`src/rtl/multi_master_cmd_processor.sv`:
```
// multi_master_cmd_processor
//   Button/switch command front end for the bus test rig. A config FSM
//   stages slave/address/data/burst and commits them to one master's
//   command registers. In run mode, per-master trigger buttons raise
//   level read/write requests.
//
// Ports
//   clk, reset             clock, asynchronous active-high reset
//   btn_up/down/enter      config buttons (edge detected internally)
//   switch_array           value entry switches (ADDR_LEN bits)
//   mode_switch            0 = config mode, 1 = run mode
//   rw_switch, trig        per-master direction (1 = read) and issue button
//   cmd_done               per-master completion pulse
//   read, write            per-master request levels
//   slave_bus/address_bus/data_bus/burst_bus  committed fields, master m at slice m
//   config_state           current FSM state (debug visibility)
//   disp_val               {1'b0, state, 12-bit field}; 0 in run mode
//
// Request handshake: a request is raised by a trig edge while the master
// is idle, held as a level until cmd_done[m] is seen, and dropped the
// following cycle. A trig seen together with cmd_done, or while the
// request is active, is ignored.
//
// Optional feature: define CMD_PROC_AUTOINC_EN to advance address[m] by
// burst[m] on every cmd_done[m].
module multi_master_cmd_processor #(
  parameter int MASTER_NUM = 2,
  parameter int MASTER_LEN = 1,
  parameter int SLAVE_NUM  = 3,
  parameter int SLAVE_LEN  = 2,
  parameter int ADDR_LEN   = 12,
  parameter int DATA_LEN   = 8,
  parameter int BURST_LEN  = 12
) (
  input  logic                              clk,
  input  logic                              reset,
  input  logic                              btn_up,
  input  logic                              btn_down,
  input  logic                              btn_enter,
  input  logic [ADDR_LEN-1:0]               switch_array,
  input  logic                              mode_switch,
  input  logic [MASTER_NUM-1:0]             rw_switch,
  input  logic [MASTER_NUM-1:0]             trig,
  input  logic [MASTER_NUM-1:0]             cmd_done,
  output logic [MASTER_NUM-1:0]             read,
  output logic [MASTER_NUM-1:0]             write,
  output logic [MASTER_NUM*SLAVE_LEN-1:0]   slave_bus,
  output logic [MASTER_NUM*(ADDR_LEN+1)-1:0] address_bus,
  output logic [MASTER_NUM*DATA_LEN-1:0]    data_bus,
  output logic [MASTER_NUM*(BURST_LEN+1)-1:0] burst_bus,
  output logic [2:0]                        config_state,
  output logic [15:0]                       disp_val
);

  localparam logic [2:0] S_IDLE       = 3'd0;
  localparam logic [2:0] S_SEL_MASTER = 3'd1;
  localparam logic [2:0] S_SEL_SLAVE  = 3'd2;
  localparam logic [2:0] S_SEL_ADDR   = 3'd3;
  localparam logic [2:0] S_SEL_DATA   = 3'd4;
  localparam logic [2:0] S_SEL_BURST  = 3'd5;
  localparam logic [2:0] S_CONFIRM    = 3'd6;

  localparam int                    BURST_MAX   = (2**BURST_LEN) - 1;
  localparam logic [BURST_LEN:0]    BURST_CAP   = (BURST_LEN+1)'(BURST_MAX);
  localparam logic [BURST_LEN:0]    BURST_ONE   = (BURST_LEN+1)'(1);
  localparam logic [MASTER_LEN-1:0] MASTER_LAST = MASTER_LEN'(MASTER_NUM - 1);
  localparam logic [SLAVE_LEN-1:0]  SLAVE_MAX   = SLAVE_LEN'(SLAVE_NUM);
  localparam logic [SLAVE_LEN-1:0]  SLAVE_ONE   = SLAVE_LEN'(1);

`ifdef CMD_PROC_AUTOINC_EN
  localparam bit AUTOINC_EN = 1'b1;
`else
  localparam bit AUTOINC_EN = 1'b0;
`endif

  // Edge detect and staging registers
  logic [2:0]            r_btn_q;  // {enter, up, down}
  logic [2:0]            r_state;
  logic [MASTER_LEN-1:0] r_st_master;
  logic [SLAVE_LEN-1:0]  r_st_slave;
  logic [ADDR_LEN:0]     r_st_addr;
  logic [DATA_LEN-1:0]   r_st_data;
  logic [BURST_LEN:0]    r_st_burst;

  // Committed per-master command registers
  logic [SLAVE_LEN-1:0]  r_slave [MASTER_NUM];
  logic [ADDR_LEN:0]     r_addr  [MASTER_NUM];
  logic [DATA_LEN-1:0]   r_data  [MASTER_NUM];
  logic [BURST_LEN:0]    r_burst [MASTER_NUM];

  // Request path
  logic [MASTER_NUM-1:0] r_trig_q;
  logic [MASTER_NUM-1:0] r_take;   // accepted trig, one stage before the request level
  logic [MASTER_NUM-1:0] r_req;
  logic [MASTER_NUM-1:0] r_dir;    // 1 = read, sampled when the trig is accepted

  logic [2:0]            w_btn_edge;
  logic                  w_enter, w_up, w_down, w_any;
  logic [BURST_LEN:0]    w_burst_val;
  logic                  w_sel_busy, w_commit;
  logic [MASTER_NUM-1:0] w_trig_edge, w_take;
  logic [11:0]           w_field;

  // Enter beats up, up beats down when edges coincide
  assign w_btn_edge = {btn_enter, btn_up, btn_down} & ~r_btn_q;
  assign w_enter    = w_btn_edge[2];
  assign w_up       = w_btn_edge[1] & ~w_btn_edge[2];
  assign w_down     = w_btn_edge[0] & ~w_btn_edge[1] & ~w_btn_edge[2];
  assign w_any      = |w_btn_edge;

  // Burst entry: 0 means 1, otherwise clamp to the largest encodable burst
  always_comb begin
    w_burst_val = (BURST_LEN+1)'(switch_array);
    if (switch_array == '0)                  w_burst_val = BURST_ONE;
    else if (int'(switch_array) > BURST_MAX) w_burst_val = BURST_CAP;
  end

  // A master with a live request cannot have its command changed under it
  assign w_sel_busy = r_req[r_st_master];
  assign w_commit   = ~mode_switch & (r_state == S_CONFIRM) & w_enter & ~w_sel_busy;

  always_ff @(posedge clk or posedge reset) begin
    if (reset) begin
      r_btn_q     <= '0;
      r_state     <= S_IDLE;
      r_st_master <= '0;
      r_st_slave  <= '0;
      r_st_addr   <= '0;
      r_st_data   <= '0;
      r_st_burst  <= '0;
    end else begin
      r_btn_q <= {btn_enter, btn_up, btn_down};
      if (mode_switch) begin
        r_state     <= S_IDLE;
        r_st_master <= '0;
        r_st_slave  <= '0;
        r_st_addr   <= '0;
        r_st_data   <= '0;
        r_st_burst  <= '0;
      end else begin
        case (r_state)
          S_IDLE: if (w_any) begin
            r_state     <= S_SEL_MASTER;
            r_st_master <= '0;
            r_st_slave  <= SLAVE_ONE;
            r_st_addr   <= '0;
            r_st_data   <= '0;
            r_st_burst  <= BURST_ONE;
          end
          S_SEL_MASTER: begin
            if (w_enter)     r_state     <= S_SEL_SLAVE;
            else if (w_up)   r_st_master <= (r_st_master == MASTER_LAST) ? '0 : r_st_master + 1'b1;
            else if (w_down) r_st_master <= (r_st_master == '0) ? MASTER_LAST : r_st_master - 1'b1;
          end
          S_SEL_SLAVE: begin
            if (w_enter)     r_state    <= S_SEL_ADDR;
            else if (w_up)   r_st_slave <= (r_st_slave >= SLAVE_MAX) ? SLAVE_ONE : r_st_slave + 1'b1;
            else if (w_down) r_st_slave <= (r_st_slave <= SLAVE_ONE) ? SLAVE_MAX : r_st_slave - 1'b1;
          end
          S_SEL_ADDR: if (w_any) begin
            r_st_addr <= {1'b0, switch_array};
            r_state   <= S_SEL_DATA;
          end
          S_SEL_DATA: if (w_any) begin
            r_st_data <= switch_array[DATA_LEN-1:0];
            r_state   <= S_SEL_BURST;
          end
          S_SEL_BURST: if (w_any) begin
            r_st_burst <= w_burst_val;
            r_state    <= S_CONFIRM;
          end
          S_CONFIRM: begin
            // A blocked enter leaves the FSM waiting here for the master to go idle
            if (w_enter) begin
              if (!w_sel_busy) r_state <= S_IDLE;
            end else if (w_up || w_down) begin
              r_state <= S_IDLE;
            end
          end
          default: r_state <= S_IDLE;
        endcase
      end
    end
  end

  always_ff @(posedge clk or posedge reset) begin
    if (reset) begin
      for (int m = 0; m < MASTER_NUM; m++) begin
        r_slave[m] <= SLAVE_ONE;
        r_addr[m]  <= '0;
        r_data[m]  <= '0;
        r_burst[m] <= BURST_ONE;
      end
    end else begin
      for (int m = 0; m < MASTER_NUM; m++) begin
        if (w_commit && (r_st_master == MASTER_LEN'(m))) begin
          r_slave[m] <= r_st_slave;
          r_addr[m]  <= r_st_addr;
          r_data[m]  <= r_st_data;
          r_burst[m] <= r_st_burst;
        end else if (AUTOINC_EN && cmd_done[m]) begin
          // Top address bit is a flag and is not part of the increment
          r_addr[m][ADDR_LEN-1:0] <= r_addr[m][ADDR_LEN-1:0] + ADDR_LEN'(r_burst[m]);
        end
      end
    end
  end

  assign w_trig_edge = trig & ~r_trig_q;
  assign w_take      = w_trig_edge & ~r_req & ~cmd_done & {MASTER_NUM{mode_switch}};

  always_ff @(posedge clk or posedge reset) begin
    if (reset) begin
      r_trig_q <= '0;
      r_take   <= '0;
      r_req    <= '0;
      r_dir    <= '0;
    end else begin
      r_trig_q <= trig;
      r_take   <= w_take;
      for (int m = 0; m < MASTER_NUM; m++) begin
        if (w_take[m])        r_dir[m] <= rw_switch[m];
        if (r_take[m])        r_req[m] <= 1'b1;
        else if (cmd_done[m]) r_req[m] <= 1'b0;
      end
    end
  end

  assign read  = r_req & r_dir;
  assign write = r_req & ~r_dir;

  genvar g;
  for (g = 0; g < MASTER_NUM; g++) begin : g_out
    assign slave_bus[g*SLAVE_LEN +: SLAVE_LEN]           = r_slave[g];
    assign address_bus[g*(ADDR_LEN+1) +: (ADDR_LEN+1)]   = r_addr[g];
    assign data_bus[g*DATA_LEN +: DATA_LEN]              = r_data[g];
    assign burst_bus[g*(BURST_LEN+1) +: (BURST_LEN+1)]   = r_burst[g];
  end

  assign config_state = r_state;

  // Staged value in the selection states, live switches in the entry states
  always_comb begin
    w_field = '0;
    case (r_state)
      S_SEL_MASTER:                        w_field = 12'(r_st_master);
      S_SEL_SLAVE:                         w_field = 12'(r_st_slave);
      S_SEL_ADDR, S_SEL_DATA, S_SEL_BURST: w_field = 12'(switch_array);
      default:                             w_field = '0;
    endcase
  end

  assign disp_val = mode_switch ? 16'h0000 : {1'b0, r_state, w_field};

endmodule

```
`config.mk`:
```
export PLATFORM = sky130hd
export DESIGN_NAME = multi_master_cmd_processor
export DESIGN_NICKNAME = d
export VERILOG_FILES = /design/src/rtl/multi_master_cmd_processor.sv
export SDC_FILE = /design/constraint.sdc
export NUM_CORES = 1
export LEC_CHECK = 0
export ABC_AREA = 0
export BUFFER_PORTS_ARGS = -buffer_cell sky130_fd_sc_hd__buf_4
export CELL_PAD_IN_SITES_DETAIL_PLACEMENT = 0
export CELL_PAD_IN_SITES_GLOBAL_PLACEMENT = 2
export CORE_UTILIZATION = 36
export DETAILED_ROUTE_END_ITERATION = 7
export GPL_ROUTABILITY_DRIVEN = 0
export PLACE_DENSITY_LB_ADDON = 0.1
export SLEW_MARGIN = 20
export SYNTH_ARGS = -nofsm -noshare
export SYNTH_HDL_FRONTEND = slang
export SYNTH_SLANG_ARGS = --single-unit
```
`constraint.sdc`:
```
create_clock -name clk -period 4.6 [get_ports clk]
set_clock_uncertainty 0.15 [all_clocks]
set_input_delay 0.23 -clock clk [delete_from_list [all_inputs] [get_ports clk]]
set_output_delay 0.23 -clock clk [all_outputs]
set_load 0.01 [all_outputs]
```
* Word level (Yosys, flattened, before mapping)
Cells that the tools add are included.
Operators by class: $add $sub $neg 4, order comparisons 3, eq/ne operators 18, multiplexer cells 48, bitwise logic cells 23, reductions and logical operators 20
Operator list (number):
- $mux W13 | 6
- $pmux W13 S2 | 2
- $pmux W12 S3 | 1
- $mux W3 | 10
- $mux W8 | 3
- $ne A3 B3 Y1 const B | 8
- $pmux W3 S7 | 1
- $pmux W8 S2 | 1
- $mux W15 | 1
- $reduce_bool A3 Y1 | 5
- $mux W2 | 7
- $mux W1 | 13
- $and A2 B2 Y2 | 6
- $logic_not A12 Y1 | 1
- $mux W12 | 1
- $ne A4 B4 Y1 const B | 3
- $eq A3 B3 Y1 const B | 3
- $reduce_and A3 Y1 | 3
- $not A2 Y2 | 4
- $reduce_and A4 Y1 | 2
- $reduce_and A8 Y1 | 1
- $and A1 B1 Y1 | 6
- $eq A3 B2 Y1 const B | 2
- $reduce_or A3 Y1 | 2
- other kinds (18) | 24
Storage, ports and cells: register bits 123, output and inout port bits 95, word-level logic and storage cells 137

* Depth between registers and ports, before layout
word-level depth 10, gate-level depth with buffers 7, depth with buffers taken out 5

* Worst setup path after synthesis
OpenSTA, ideal clock, no wires.
kind reg2reg, start point register r_state[2], in the netlist config_state[2], end point register r_state[0], in the netlist config_state[0], library setup time 128 ps, arrival time 1607 ps, path slack 2716 ps, stages on the path, launching flop included 6, path buffers 1, clock period less this slack 1884 ps, cell sequence dfrtp_1 > buf_2 > nand2b_1 > maj3_2 > o31ai_2 > mux2_1
On the way: longest elaborated chain between the ends 3
RTL lines:
- start: declaration | RTL line 78 | logic [2:0] r_state;
- start signal: assignment | RTL line 125 | r_state <= S_IDLE;
- start signal: assignment | RTL line 134 | r_state <= S_IDLE;
- start signal: assignment | RTL line 143 | r_state <= S_SEL_MASTER;
- $eq A3 B3 Y1, or another cell as far along | RTL line 141 | case (r_state)
- $ne A4 B4 Y1 (no line), or another cell as far along
- $reduce_and A8 Y1 (no line) or $mux W3 (tied branches)
Parallel ways exist; a longest one is shown, timed or not. A chain may end at the register's enable or synchronous reset.

* Worst setup path in the final report
start point register r_state[2], in the netlist config_state[2], end point output disp_val[10]
On the way: longest elaborated chain between the ends 4
RTL lines:
- $eq A3 B2 Y1 or $eq A3 B3 Y1 (tied branches) | RTL line 245 | case (r_state)
- $reduce_or A3 Y1 | RTL line 245
- $pmux W12 S3 (*) | RTL line 245
- $mux W15 (*) | RTL line 253 | assign disp_val = mode_switch ? 16'h0000 : {1'b0, r_state, w_field};
- end: declaration | RTL line 52 | output logic [15:0] disp_val
Every way passes the cells marked *; elsewhere a longest branch is shown, timed or not.

==> reports/results.ini <==
[timing]
finalHoldViolCount=0
period_minus_slack_ps=2620
slew_violations=0
setup_tns_ps=0
fin_crit_sh_pct=56.96
setup_viol=0
setup_ws_ps=1980
max_slew.worst_pin.slew_ps=860.5
slew_headroom_pct=42.43
max_freq_ghz=0.3816
rsz0062_at_grt=false

[cts]
clockBufferDepth=2
root_buffer=clkbuf_16
htree_levels=4
cts_setup_buffers=0
cts_sinks=117
clock_latency_ps=410
cts_resized=0
path_clk_slew_ps=50
cts_tree=yes
cts_made_buffers=17
cts.hold.buffers_added=10

[floorplan]
io_pins=119
rows=43
die-height_um=121.1
die_area_um2=14660
core_um2=13880
start_util_pct=36.79
die_w_um=121.1

[worst_setup_path]
rr_endpoint=burst_bus[8]
path_max_fanout=17
start_kind=flip-flop
cp_common_cell=nor2_1
required_ps=4220
crit_chain=nand2b_1 -> nor2_1 -> nor2_1 -> nor2_1 -> buf_4
cpPeakStageDelay_ps=690
r2r-start=config_state[1]
end_kind=output port
cpMaxStageDelayCell=dfrtp_1
arrival_ps=2240
r2r_cells=4
critPathKind=reg -> out
r2r_slack_ps=2180

[routing]
wirelength_um=11950
route.detailed.drc=2
wl_per_cell_um=16.81
ant_nets=0
routed_via_density=4.886
firstDrtPassIters=6
num_vias=3474
drtIter0Drc=224

[yosys]
synth.most_common_cell=dfrtp_1
yosys_warnings=0
synthCells=395
synth_common_cells=dfrtp_1 (113), mux2_2 (43), nand2_1 (41)
synth_xor_xnor_area_share_pct=0.1715
async_flop_share_pct=100.0
synth.distinct_cells=49
synth_top_cell_area_share_pct=55.38
syn_area_per_cell_um2=12.93
synth_ff_type=dfrtp_1
synth-adder-area-share_pct=0.9556
synth-edff-count=0
synth_compound_area_share_pct=9.287
synth_area_leaders=dfrtp_1 (55%), mux2_2 (9.5%), mux2_4 (7.6%)
yosysTopAreaCell=dfrtp_1
synth_top_family_by_area=multiplexers
synth_mux_area_share_pct=17.74
ys_ff_latch=117
yosys.area_share.simple_pct=10.37
yosysSeqAreaShare_pct=57.44
syn_area_um2=5106

[power_and_ir_drop]
p_seq_share_pct=40.9
leakagePower_nw=3.412
irDropWorstVdd_uv=214.4
power_frac_comb_pct=10.0
p_per_area_nw_per_um2=399.0
swShare_pct=24.65
p_switching_uw=662.9
power_frac_clock_pct=49.1
p_int_mw=2.027

[place]
dpl.hpwl_um=8170
dp.cells=668
place_area_um2=6032
pre_cts_ws_ps=2140
port_buffers=113

[layout]
syn_to_final_growth_pct=32.03
n_fill_cell=1300
drive_above_1_share_pct=42.75
nNetsFinal=545
diodes=0
final_cell_area_um2=6741
final_cells=711

[hold_path]
hold_start=switch_array[11]
worstHoldEndpoint=r_st_burst[11]
hold_path_class=in -> reg
hold_depth=3

[grt]
antenna_found_initial=0
first_global_vias=3409
grt_pass1_wl_um=18880
grt_max_degree=69
track_usage_pct=17.47
overflow=0

[job]
maxCapViolCount=0

[status]
status=finished with violations
violations=design-rule violations

cell type report:
cell class,count,area [um2],share of cell area (%)
Sequential cell,117,2933,43.50
Multi-Input combinational cell,250,1986,29.45
Timing Repair Buffer,126,973.4,14.44
Clock buffer,25,505.5,7.498
Tap cell,180,225.2,3.341
Clock inverter,7,93.84,1.392
Inverter,6,25.02,0.3712
power by group through the flow:
stage          registers, mW  clock network (mW)  logic [mW]
2_1_floorplan           1.10                   0       0.202
3_3_place_gp            1.12                   0       0.262
3_5_place_dp            1.12                   0       0.263
4_1_cts                 1.10                1.35       0.272
5_1_grt                 1.11                1.40       0.295
6_report                1.10                1.32       0.268
registers in the layout, indices dropped and copies added, names as in the netlist, 3 cells and up:
| name | cells |
|---|---|
| data_bus | 16 |
| burst_bus | 24 |
| r_st_data | 8 |
| r_btn_q | 3 |
| config_state | 3 |
| r_st_burst | 12 |
| address_bus | 24 |
| slave_bus | 4 |
| r_st_addr | 12 |
worst max-delay path, delay by kind of cell, from the launching register on:
kind          cells  cell delay (ps)
simple gates      4              960
flops             1              690
buf+inv           1              180
stage by stage:
stage          hold WS, ps  power [mW]  util (%)
6_report             26.45       2.690     48.57
5_1_grt              39.09       2.801     48.57
4_1_cts              3.369       2.719     48.49
3_5_place_dp         199.2       1.382     43.46
3_3_place_gp         196.5       1.379     43.46
2_1_floorplan        111.4       1.297         -
placed cells by master (no fill, tap or decap), drive strengths merged, types with 4 or more instances in the layout:
| master | synthesis | routed |
|---|---|---|
| nand2 | 42 | 42 |
| nor4 | 4 | 4 |
| inv | 6 | 6 |
| dfrtp | 113 | 113 |
| clkbuf | 3 | 25 |
| nand2b | 15 | 15 |
| mux2 | 70 | 70 |
| nor2b | 9 | 9 |
| conb | 1 | 5 |
| dlygate4sd3 | 0 | 11 |
| o31ai | 33 | 33 |
| o21ai | 6 | 6 |
| a21oi | 6 | 6 |
| dfstp | 4 | 4 |
| buf | 23 | 115 |
| nor2 | 21 | 21 |
how the worst max path moves through the flow:
| stage | depth (start not counted) | end | from |
|---|---|---|---|
| final | 5 | disp_val[10] | config_state[2] |
| after global routing | 5 | disp_val[10] | config_state[2] |
| after CTS | 5 | disp_val[11] | config_state[2] |
| after detailed placement | 4 | burst_bus[8] | config_state[1] |
| after global placement | 5 | burst_bus[7] | mode_switch |
| after floorplan | 1 | address_bus[0] | reset |
layer usage:
metal	track usage [%]	up-vias	share of wire [%]
met5	0	-	0
met4	5.787	0	0.91
met3	5.404	12	4.9
met2	27.11	91	49
met1	23.12	1741	45
li1	-	1630	-
kinds of logic (layout without fill, tap and decap cells):
kind of cell,after synthesis,count (layout)
compound gates,61,61
xor+xnor,1,1
fa+ha+maj,4,4
buf+inv,32,164
flops,117,117
mux,72,72
other cells,1,5
simple gates,107,107
Note: power is estimated with default switching activity, not from simulation.
